[config.mk]
export PLATFORM = sky130hd
export DESIGN_NAME = frogger_game_ctrl
export DESIGN_NICKNAME = d
export VERILOG_FILES = /design/src/rtl/frogger_game_ctrl.sv
export SDC_FILE = /design/constraint.sdc
export NUM_CORES = 1
export LEC_CHECK = 0
export ABC_CLOCK_PERIOD_IN_PS = 2300
export CAP_MARGIN = 30
export CORE_MARGIN = 3
export CORE_UTILIZATION = 53
export DETAILED_ROUTE_END_ITERATION = 10
export HOLD_SLACK_MARGIN = 0.08
export PLACE_DENSITY = 0.74
export SLEW_MARGIN = 25
export SYNTH_ARGS = -nofsm -noshare
export SYNTH_HDL_FRONTEND = slang
export SYNTH_SLANG_ARGS = --single-unit
[constraint.sdc]
create_clock -name clk -period 2.3 [get_ports clk]
set_clock_uncertainty 0.05 [all_clocks]
set_input_delay 0.46 -clock clk [delete_from_list [all_inputs] [get_ports clk]]
set_output_delay 0.46 -clock clk [all_outputs]
set_load 0.01 [all_outputs]
[src/rtl/frogger_game_ctrl.sv]
// Game sequencing for the 16x16 Frogger playfield: idle/play/hit-flash/over FSM,
// lives and level tracking, and level-dependent traffic shift scheduling.
module frogger_game_ctrl #(
    parameter int unsigned TICK_DIV    = 1000000,
    parameter int unsigned LIVES       = 3,
    parameter int unsigned FLASH_TICKS = 8
) (
    input  logic       clk,
    input  logic       reset,
    input  logic       start,
    input  logic       hit,
    input  logic [3:0] frog_row,
    output logic       frog_en,
    output logic       frog_home,
    output logic       car_step,
    output logic       blank,
    output logic [1:0] lives,
    output logic [2:0] level,
    output logic [1:0] state
);

    localparam int unsigned CW = $clog2(TICK_DIV);
    localparam int unsigned FW = $clog2(FLASH_TICKS + 1);

    typedef enum logic [1:0] {
        StIdle = 2'b00,
        StPlay = 2'b01,
        StHit  = 2'b10,
        StOver = 2'b11
    } state_e;

    state_e        state_q, state_d;
    logic [CW-1:0] tick_cnt_q;
    logic [2:0]    step_q, step_d;
    logic [FW-1:0] flash_q, flash_d;
    logic [1:0]    lives_q, lives_d;
    logic [2:0]    level_q, level_d;
    logic          blank_q, blank_d;
    logic          frog_home_q, frog_home_d;
    logic          car_step_q, car_step_d;
    logic          frog_en_q, frog_en_d;
    logic          start_q, guard_q;

    logic tick, start_rise, guard, hit_ok, goal_ok, flash_done, step_match;

    assign tick       = (tick_cnt_q == CW'(TICK_DIV - 1));
    assign start_rise = start & ~start_q;
    // Masks the cycle of a frog_home pulse and the one after it.
    assign guard      = frog_home_q | guard_q;
    assign hit_ok     = hit & ~guard;
    assign goal_ok    = (frog_row == 4'd15) & ~hit_ok & ~guard;
    assign flash_done = tick & (flash_q == FW'(FLASH_TICKS - 1));
    assign step_match = (step_q == 3'd7 - level_q);

    always_ff @(posedge clk) begin
        if (reset) begin
            state_q     <= StIdle;
            tick_cnt_q  <= '0;
            step_q      <= '0;
            flash_q     <= '0;
            lives_q     <= 2'(LIVES);
            level_q     <= '0;
            blank_q     <= 1'b0;
            frog_home_q <= 1'b0;
            car_step_q  <= 1'b0;
            frog_en_q   <= 1'b0;
            // A start level held through reset must not look like a fresh press.
            start_q     <= 1'b1;
            guard_q     <= 1'b0;
        end else begin
            state_q     <= state_d;
            tick_cnt_q  <= tick ? '0 : tick_cnt_q + 1'b1;
            step_q      <= step_d;
            flash_q     <= flash_d;
            lives_q     <= lives_d;
            level_q     <= level_d;
            blank_q     <= blank_d;
            frog_home_q <= frog_home_d;
            car_step_q  <= car_step_d;
            frog_en_q   <= frog_en_d;
            start_q     <= start;
            guard_q     <= frog_home_q;
        end
    end

    always_comb begin
        state_d = state_q;
        unique case (state_q)
            StIdle: if (start_rise) state_d = StPlay;
            StPlay: if (hit_ok) state_d = StHit;
            StHit:  if (flash_done) state_d = (lives_q == 2'd0) ? StOver : StPlay;
            StOver: if (start_rise) state_d = StPlay;
            default: state_d = StIdle;
        endcase
    end

    always_comb begin
        step_d      = step_q;
        flash_d     = flash_q;
        blank_d     = 1'b0;
        lives_d     = lives_q;
        level_d     = level_q;
        frog_home_d = 1'b0;
        car_step_d  = 1'b0;
        unique case (state_q)
            StIdle: begin
                lives_d = 2'(LIVES);
                level_d = '0;
                if (start_rise) begin
                    frog_home_d = 1'b1;
                    step_d      = '0;
                end
            end
            StPlay: begin
                if (hit_ok) begin
                    lives_d = lives_q - 2'd1;
                    blank_d = 1'b1;
                    flash_d = '0;
                end else if (goal_ok) begin
                    level_d     = (level_q == 3'd7) ? 3'd7 : level_q + 3'd1;
                    frog_home_d = 1'b1;
                    step_d      = '0;
                end else if (tick) begin
                    if (step_match) begin
                        car_step_d = 1'b1;
                        step_d     = '0;
                    end else begin
                        step_d = step_q + 3'd1;
                    end
                end
            end
            StHit: begin
                blank_d = blank_q;
                if (flash_done) begin
                    blank_d     = 1'b0;
                    flash_d     = '0;
                    frog_home_d = (lives_q != 2'd0);
                    step_d      = '0;
                end else if (tick) begin
                    blank_d = ~blank_q;
                    flash_d = flash_q + 1'b1;
                end
            end
            StOver: begin
                lives_d = '0;
                if (start_rise) begin
                    lives_d     = 2'(LIVES);
                    level_d     = '0;
                    frog_home_d = 1'b1;
                    step_d      = '0;
                end
            end
            default: ;
        endcase
        frog_en_d = (state_d == StPlay);
    end

    assign frog_en   = frog_en_q;
    assign frog_home = frog_home_q;
    assign car_step  = car_step_q;
    assign blank     = blank_q;
    assign lives     = lives_q;
    assign level     = level_q;
    assign state     = state_q;

endmodule

==> results of run 1 <==
-- routing by layer --
layer | vias to the layer above | track usage (%) | wire, microns
met2 | 32 | 29.8 | 2070
met1 | 819 | 22.5 | 1990
li1 | 904 | - | -
met3 | 6 | 3.55 | 184
met4 | 0 | 6.05 | 49
met5 | - | 0 | 0
-- logic make-up (layout without fill, tap and decap cells) --
group / after synthesis / after routing
compound gates: 39 / 39
xor+xnor: 21 / 21
fa+ha+maj: 8 / 8
buf+inv: 19 / 45
flops: 40 / 40
mux: 5 / 5
simple gates: 111 / 111
-- worst max-delay path by stage --
stage | from | endpoint | slack (ns) | cells after the start
final | state[1]$_SDFF_PP0_ | flash_q[3]$_SDFFE_PP0P_ | 0.20 | 6
after global routing | state[0]$_SDFF_PP0_ | level[2]$_SDFFE_PP0P_ | 0.06 | 7
after CTS | state[1]$_SDFF_PP0_ | flash_q[3]$_SDFFE_PP0P_ | 0.15 | 6
after detailed placement | hit | flash_q[3]$_SDFFE_PP0P_ | -0.06 | 5
after global placement | hit | flash_q[3]$_SDFFE_PP0P_ | 0.009 | 5
after floorplan | state[0]$_SDFF_PP0_ | step_q[0]$_SDFFE_PP0P_ | 0.26 | 5
-- placed cells by master, fill, tap and decap left out, types with 2 or more instances in the layout --
| master | instances |
|---|---|
| o31ai_1 | 3 |
| a211o_1 | 2 |
| nor4_2 | 2 |
| nand2b_1 | 7 |
| inv_1 | 10 |
| buf_4 | 9 |
| clkbuf_8 | 7 |
| xnor2_1 | 13 |
| ha_1 | 7 |
| nand4_1 | 5 |
| dfxtp_1 | 40 |
| nor3_1 | 5 |
| a21oi_1 | 13 |
| nor2b_1 | 7 |
| a31oi_1 | 2 |
| a21o_1 | 2 |
| nor2_1 | 30 |
| or4_4 | 2 |
| o21ai_0 | 2 |
| nand3_1 | 7 |
| mux2i_1 | 4 |
| nand2_1 | 18 |
| and3_1 | 5 |
| clkdlybuf4s50_1 | 18 |
| xor2_1 | 8 |
-- cell type report --
class | instances | area share, %
multi-input combinational | 184 | 51.2
sequential | 40 | 30.7
timing repair buffer | 27 | 9.50
clock buffer | 7 | 3.69
tap | 48 | 2.30
inverter | 10 | 1.44
clock inverter | 1 | 1.15
-- power by group through the flow --
stage	Sequential (mW)	Combinational, mW	Clock, mW
floorplan	0.721	0.0359	0
global placement	0.721	0.0615	0
detailed placement	0.721	0.0621	0
CTS	0.705	0.0622	0.638
global route	0.706	0.0678	0.662
finish	0.705	0.0622	0.627
-- sequential cells by signal (all words and copies together), names as in the netlist --
signal and flops:
step_q 3, car_step 1, start_q 1, frog_en 1, flash_q 4, level 3
lives 2, frog_home 1, tick_cnt_q 20, blank 1, guard_q 1, state 2
==> results.sh, run 1 <==
export IMPL_cts_resized=0
export IMPL_finalWirelength_mm=4.30
export IMPL_fin_ws_ns=0.204
export IMPL_synth_compound_area_share_pct=12.9
export IMPL_slew_headroom_pct=66.8
export IMPL_arrival_ns=2.24
export IMPL_antenna_left=0
export IMPL_finalHoldViolCount=0
export IMPL_status="finished clean"
export IMPL_cts_made_buffers=5
export IMPL_synth_fa_ha_area_share_pct=4.52
export IMPL_synthFlopType="dfxtp_1"
export IMPL_synthMuxAreaShare_pct=2.48
export IMPL_r2r_end="flash_q[3]$_SDFFE_PP0P_"
export IMPL_rows=22
export IMPL_fillerInstances=323
export IMPL_powerDensity_nw_per_um2=535
export IMPL_rsz0062_at_grt="no"
export IMPL_seq_area_sq_um=801
export IMPL_peakVddDrop_mv=0.352
export IMPL_overflow=0
export IMPL_dp_hpwl_mm=3.17
export IMPL_wl_per_cell_microns=13.5
export IMPL_layout_min_cycle_time_ns=2.10
export IMPL_die_area_sq_um=4990
export IMPL_clk_path_buf_depth=2
export IMPL_multiInputGateArea_sq_um=1340
export IMPL_grt_pass1_vias=1675
export IMPL_drt_iter0_markers=86
export IMPL_pre_cts_ws_ns=-0.0628
export IMPL_htree_levels=2
export IMPL_cp_slowest_stage_delay_ns=0.52
export IMPL_power_frac_clock_pct=45.0
export IMPL_max_freq_mhz=477
export IMPL_dr_pass1_iters=4
export IMPL_p_sw_mw=0.281
export IMPL_tightest_slew_ns=0.495
export IMPL_area_delta_synth_final_pct=17.7
export IMPL_layout_cells_non_filler=317
export IMPL_synth_xor_area_share_pct=8.30
export IMPL_hp_start="tick_cnt_q[0]$_SDFF_PP0_"
export IMPL_yosysMostFrequentCell="dfxtp_1"
export IMPL_syn_area_per_cell_sq_um=9.12
export IMPL_post_cts_setup_buffers=0
export IMPL_ys_top_cells_by_count="dfxtp_1 (40), nor2_1 (30), nand2_1 (18), a21oi_1 (13), xnor2_1 (13)"
export IMPL_drc=0
export IMPL_clock_latency_ns=0.29
export IMPL_port_buffers=18
export IMPL_synth_nets=259
export IMPL_yosysTopAreaCell="dfxtp_1"
export IMPL_yosysTopAreaCellShare_pct=36.1
export IMPL_antenna_cells=0
export IMPL_synth_edff_count=0
export IMPL_cp_data_required_time_ns=2.45
export IMPL_core_area_sq_um=3850
export IMPL_maxSlewViolCount=0
export IMPL_path_cells="inv_1 > ha_2 > or4bb_1 > nand2_1 > nand3_2 > o31ai_1"
export IMPL_crit_slowest_cell="or4bb_1"
export IMPL_die_x_microns=70.7
export IMPL_yosysWarnings=0
export IMPL_endpoint_kind="flop"
export IMPL_finalPower_mw=1.39
export IMPL_synth_simple_gate_area_share_pct=31.5
export IMPL_grt_first_pass_wirelength_mm=7.33
export IMPL_vias=1761
export IMPL_syn_area_sq_um=2220
export IMPL_ys_top_cells_by_area="dfxtp_1 (36%), xnor2_1 (5.1%), nor2_1 (5.1%), ha_1 (4.5%), xor2_1 (3.2%)"
export IMPL_maxCapViolCount=0
export IMPL_pwr_share_comb_pct=4.5
export IMPL_ys_async_sr_fraction_pct=0
export IMPL_worst_setup_path_start_kind="flop"
export IMPL_placed_area_sq_um=2470
export IMPL_rrSetupSlack_ns=0.20
export IMPL_place_inst=309
export IMPL_internal_power_mw=1.11
export IMPL_crit_type="flop to flop"
export IMPL_cts_tree="yes"
export IMPL_synth_top_family_by_area="simple AND/OR/NAND/NOR gates"
export IMPL_stdcell_area_sq_um=2610
export IMPL_io_pins=19
export IMPL_vias_per_cell=5.56
export IMPL_crit_fanout=11
export IMPL_hold_worst_slack_ns=0.419
export IMPL_synth_distinct_cells=65
export IMPL_ys_seq_area_share_pct=36.1
export IMPL_p_sw_share_pct=20.1
export IMPL_hold_buffers=0
export IMPL_grt_usage_pct=17.7
export IMPL_clkSinkCount=40
export IMPL_leakagePower_nw=1.03
export IMPL_clk_pin_slew_ns=0.08
export IMPL_min_to="tick_cnt_q[0]$_SDFF_PP0_"
export IMPL_cts_root_buf="clkbuf_8"
export IMPL_drive_above_1_share_pct=15.6
export IMPL_seqPwrFrac_pct=50.6
export IMPL_place_congestion=0.837
export IMPL_min_path_type="flop to flop"
export IMPL_start_util_pct=57.5
export IMPL_die_y_microns=70.7
export IMPL_setup_viol=0
export IMPL_synth_seq_cells=40
export IMPL_critical_path_buf_inv_count=1
export IMPL_fin_crit_sh_pct=91.1
export IMPL_layout_nets=284
export IMPL_grt_max_degree=21
export IMPL_antenna_found_initial=0
export IMPL_syn_inst=243
export IMPL_crit_family="simple AND/OR/NAND/NOR gates"
export IMPL_worstReg2RegStart="state[1]$_SDFF_PP0_"
export IMPL_min_path_cells=1
export IMPL_tns_ns=0
export IMPL_fin_util_pct=67.7
export IMPL_rr_worst_depth=6
No activity file was read; power rests on OpenSTA's default activity.
==> run 2: changes to the inputs <==
CORE_MARGIN = 5   (was 3)
==> run 2 against run 1 <==
- final area is essentially flat
- power is 8.8% lower
- sequential cell count is the same
- maximum frequency shrank 1.3%
- setup slack worse by 0.027 ns
- via count is 0.28% lower
- utilization fell by 2.9 points
- die area grew 12%
- clock power fell by 20%
- worst hold slack improved by 0.0034 ns
- non-clock buffer count is 4 higher
- critical path depth is 2 higher
- critical endpoint is now frog_en$_SDFF_PP0_
==> results.sh, run 2 (synthesis results as in run 1) <==
export IMPL_status="finished clean"
export IMPL_reg_top3="tick_cnt_q: 20 flops, flash_q: 4 flops"
export IMPL_layout_nets=288
export IMPL_area_delta_synth_final_pct=17.7
export IMPL_arrival_ns=2.30
export IMPL_start_util_pct=55.0
export IMPL_tns_ns=0
export IMPL_vias_per_cell=5.44
export IMPL_largest_reg_flops=20
export IMPL_htree_levels=2
export IMPL_crit_type="flop to flop"
export IMPL_maxCapViolCount=0
export IMPL_grt_usage_pct=17.4
export IMPL_layout_min_cycle_time_ns=2.12
export IMPL_tightest_slew_ns=0.456
export IMPL_endpoint_kind="flop"
export IMPL_antenna_found_initial=0
export IMPL_path_cells="inv_1 > ha_1 > nor2b_1 > buf_4 > a21oi_1 > a21o_1 > a21o_1 > a211oi_2"
export IMPL_grt_first_pass_wirelength_mm=7.51
export IMPL_fin_util_pct=64.8
export IMPL_dp_hpwl_mm=3.22
export IMPL_cts_tree="yes"
export IMPL_peakVddDrop_mv=0.358
export IMPL_crit_family="compound AO/OA/AOI/OAI gates"
export IMPL_drc=0
export IMPL_layout_common_cells="dfxtp_1 (40), nor2_1 (30), nand2_1 (18), clkdlybuf4s50_1 (18)"
export IMPL_fillerInstances=359
export IMPL_antenna_left=0
export IMPL_post_cts_setup_buffers=0
export IMPL_largest_register="tick_cnt_q"
export IMPL_fin_crit_sh_pct=92.3
export IMPL_drt_iter0_markers=97
export IMPL_die_area_sq_um=5570
export IMPL_leakagePower_nw=1.03
export IMPL_wl_per_cell_microns=13.4
export IMPL_crit_slowest_cell="dfxtp_1"
export IMPL_maxSlewViolCount=0
export IMPL_crit_fanout=6
export IMPL_finalHoldViolCount=0
export IMPL_die_x_microns=74.7
export IMPL_antenna_cells=0
export IMPL_worst_setup_path_start_kind="flop"
export IMPL_clk_path_buf_depth=2
export IMPL_crit_top_cell="a21o_1"
export IMPL_finalPower_mw=1.27
export IMPL_max_freq_mhz=471
export IMPL_layout_commonest_cell="dfxtp_1"
export IMPL_port_buffers=18
export IMPL_powerDensity_nw_per_um2=487
export IMPL_io_pins=19
export IMPL_hold_buffers=0
export IMPL_cp_data_required_time_ns=2.48
export IMPL_drive_above_1_share_pct=16.5
export IMPL_clkSinkCount=40
export IMPL_overflow=0
export IMPL_setup_viol=0
export IMPL_dr_pass1_iters=5
export IMPL_core_area_sq_um=4030
export IMPL_critical_path_buf_inv_count=2
export IMPL_clk_pin_slew_ns=0.08
export IMPL_cts_resized=0
export IMPL_vias=1756
export IMPL_clock_latency_ns=0.30
export IMPL_die_y_microns=74.7
export IMPL_cts_root_buf="clkbuf_8"
export IMPL_grt_pass1_vias=1667
export IMPL_finalWirelength_mm=4.34
export IMPL_slew_headroom_pct=69.4
export IMPL_cp_slowest_stage_delay_ns=0.43
export IMPL_min_path_type="flop to flop"
export IMPL_grt_max_degree=21
export IMPL_cts_made_buffers=5
export IMPL_rows=23
export IMPL_place_congestion=0.892
export IMPL_hold_worst_slack_ns=0.422
[run 2: path summary, 6_finish.rpt]
kind | cells past startpoint | slack [ns] | startpoint | to
max | 8 | 0.18 | state[0]$_SDFF_PP0_ | frog_en$_SDFF_PP0_
min | 1 | 0.42 | tick_cnt_q[0]$_SDFF_PP0_ | tick_cnt_q[0]$_SDFF_PP0_
max reg2reg | 8 | 0.18 | state[0]$_SDFF_PP0_ | frog_en$_SDFF_PP0_
min reg2reg | 1 | 0.42 | tick_cnt_q[0]$_SDFF_PP0_ | tick_cnt_q[0]$_SDFF_PP0_
[run 2: power breakdown]
part	switching, mW	internal [mW]
Combinational	0.0314	0.0334
Clock	0.259	0.243
Sequential	0.00638	0.699
Total	0.296	0.975
[run 2: layout make-up]
type | instances | area, sq um | share of cell area [%]
Clock buffer | 6 | 82.6 | 3.17
Multi-Input combinational cell | 184 | 1330 | 51.1
Sequential cell | 40 | 801 | 30.7
Timing Repair Buffer | 31 | 278 | 10.6
Inverter | 10 | 37.5 | 1.44
Clock inverter | 2 | 15.0 | 0.576
Tap cell | 50 | 62.6 | 2.40
[run 2: per-stage QoR]
stage          instances  worst slack, ns  instance area (sq um)
4_1_cts              323            0.151                   2600
2_1_floorplan        243            0.262                   2220
5_1_grt              323         -0.00673                   2610
6_report             323            0.177                   2610
3_3_place_gp         315          -0.0147                   2500
3_5_place_dp         315          -0.0474                   2500
[run 2: layer usage]
metal / GRT usage [%] / share of wire [%] / up-vias
met5: 0 / 0 / -
met4: 5.93 / 1.7 / 0
met3: 4.54 / 3.0 / 8
met2: 26.9 / 44 / 22
met1: 23.5 / 51 / 817
li1: - / - / 909
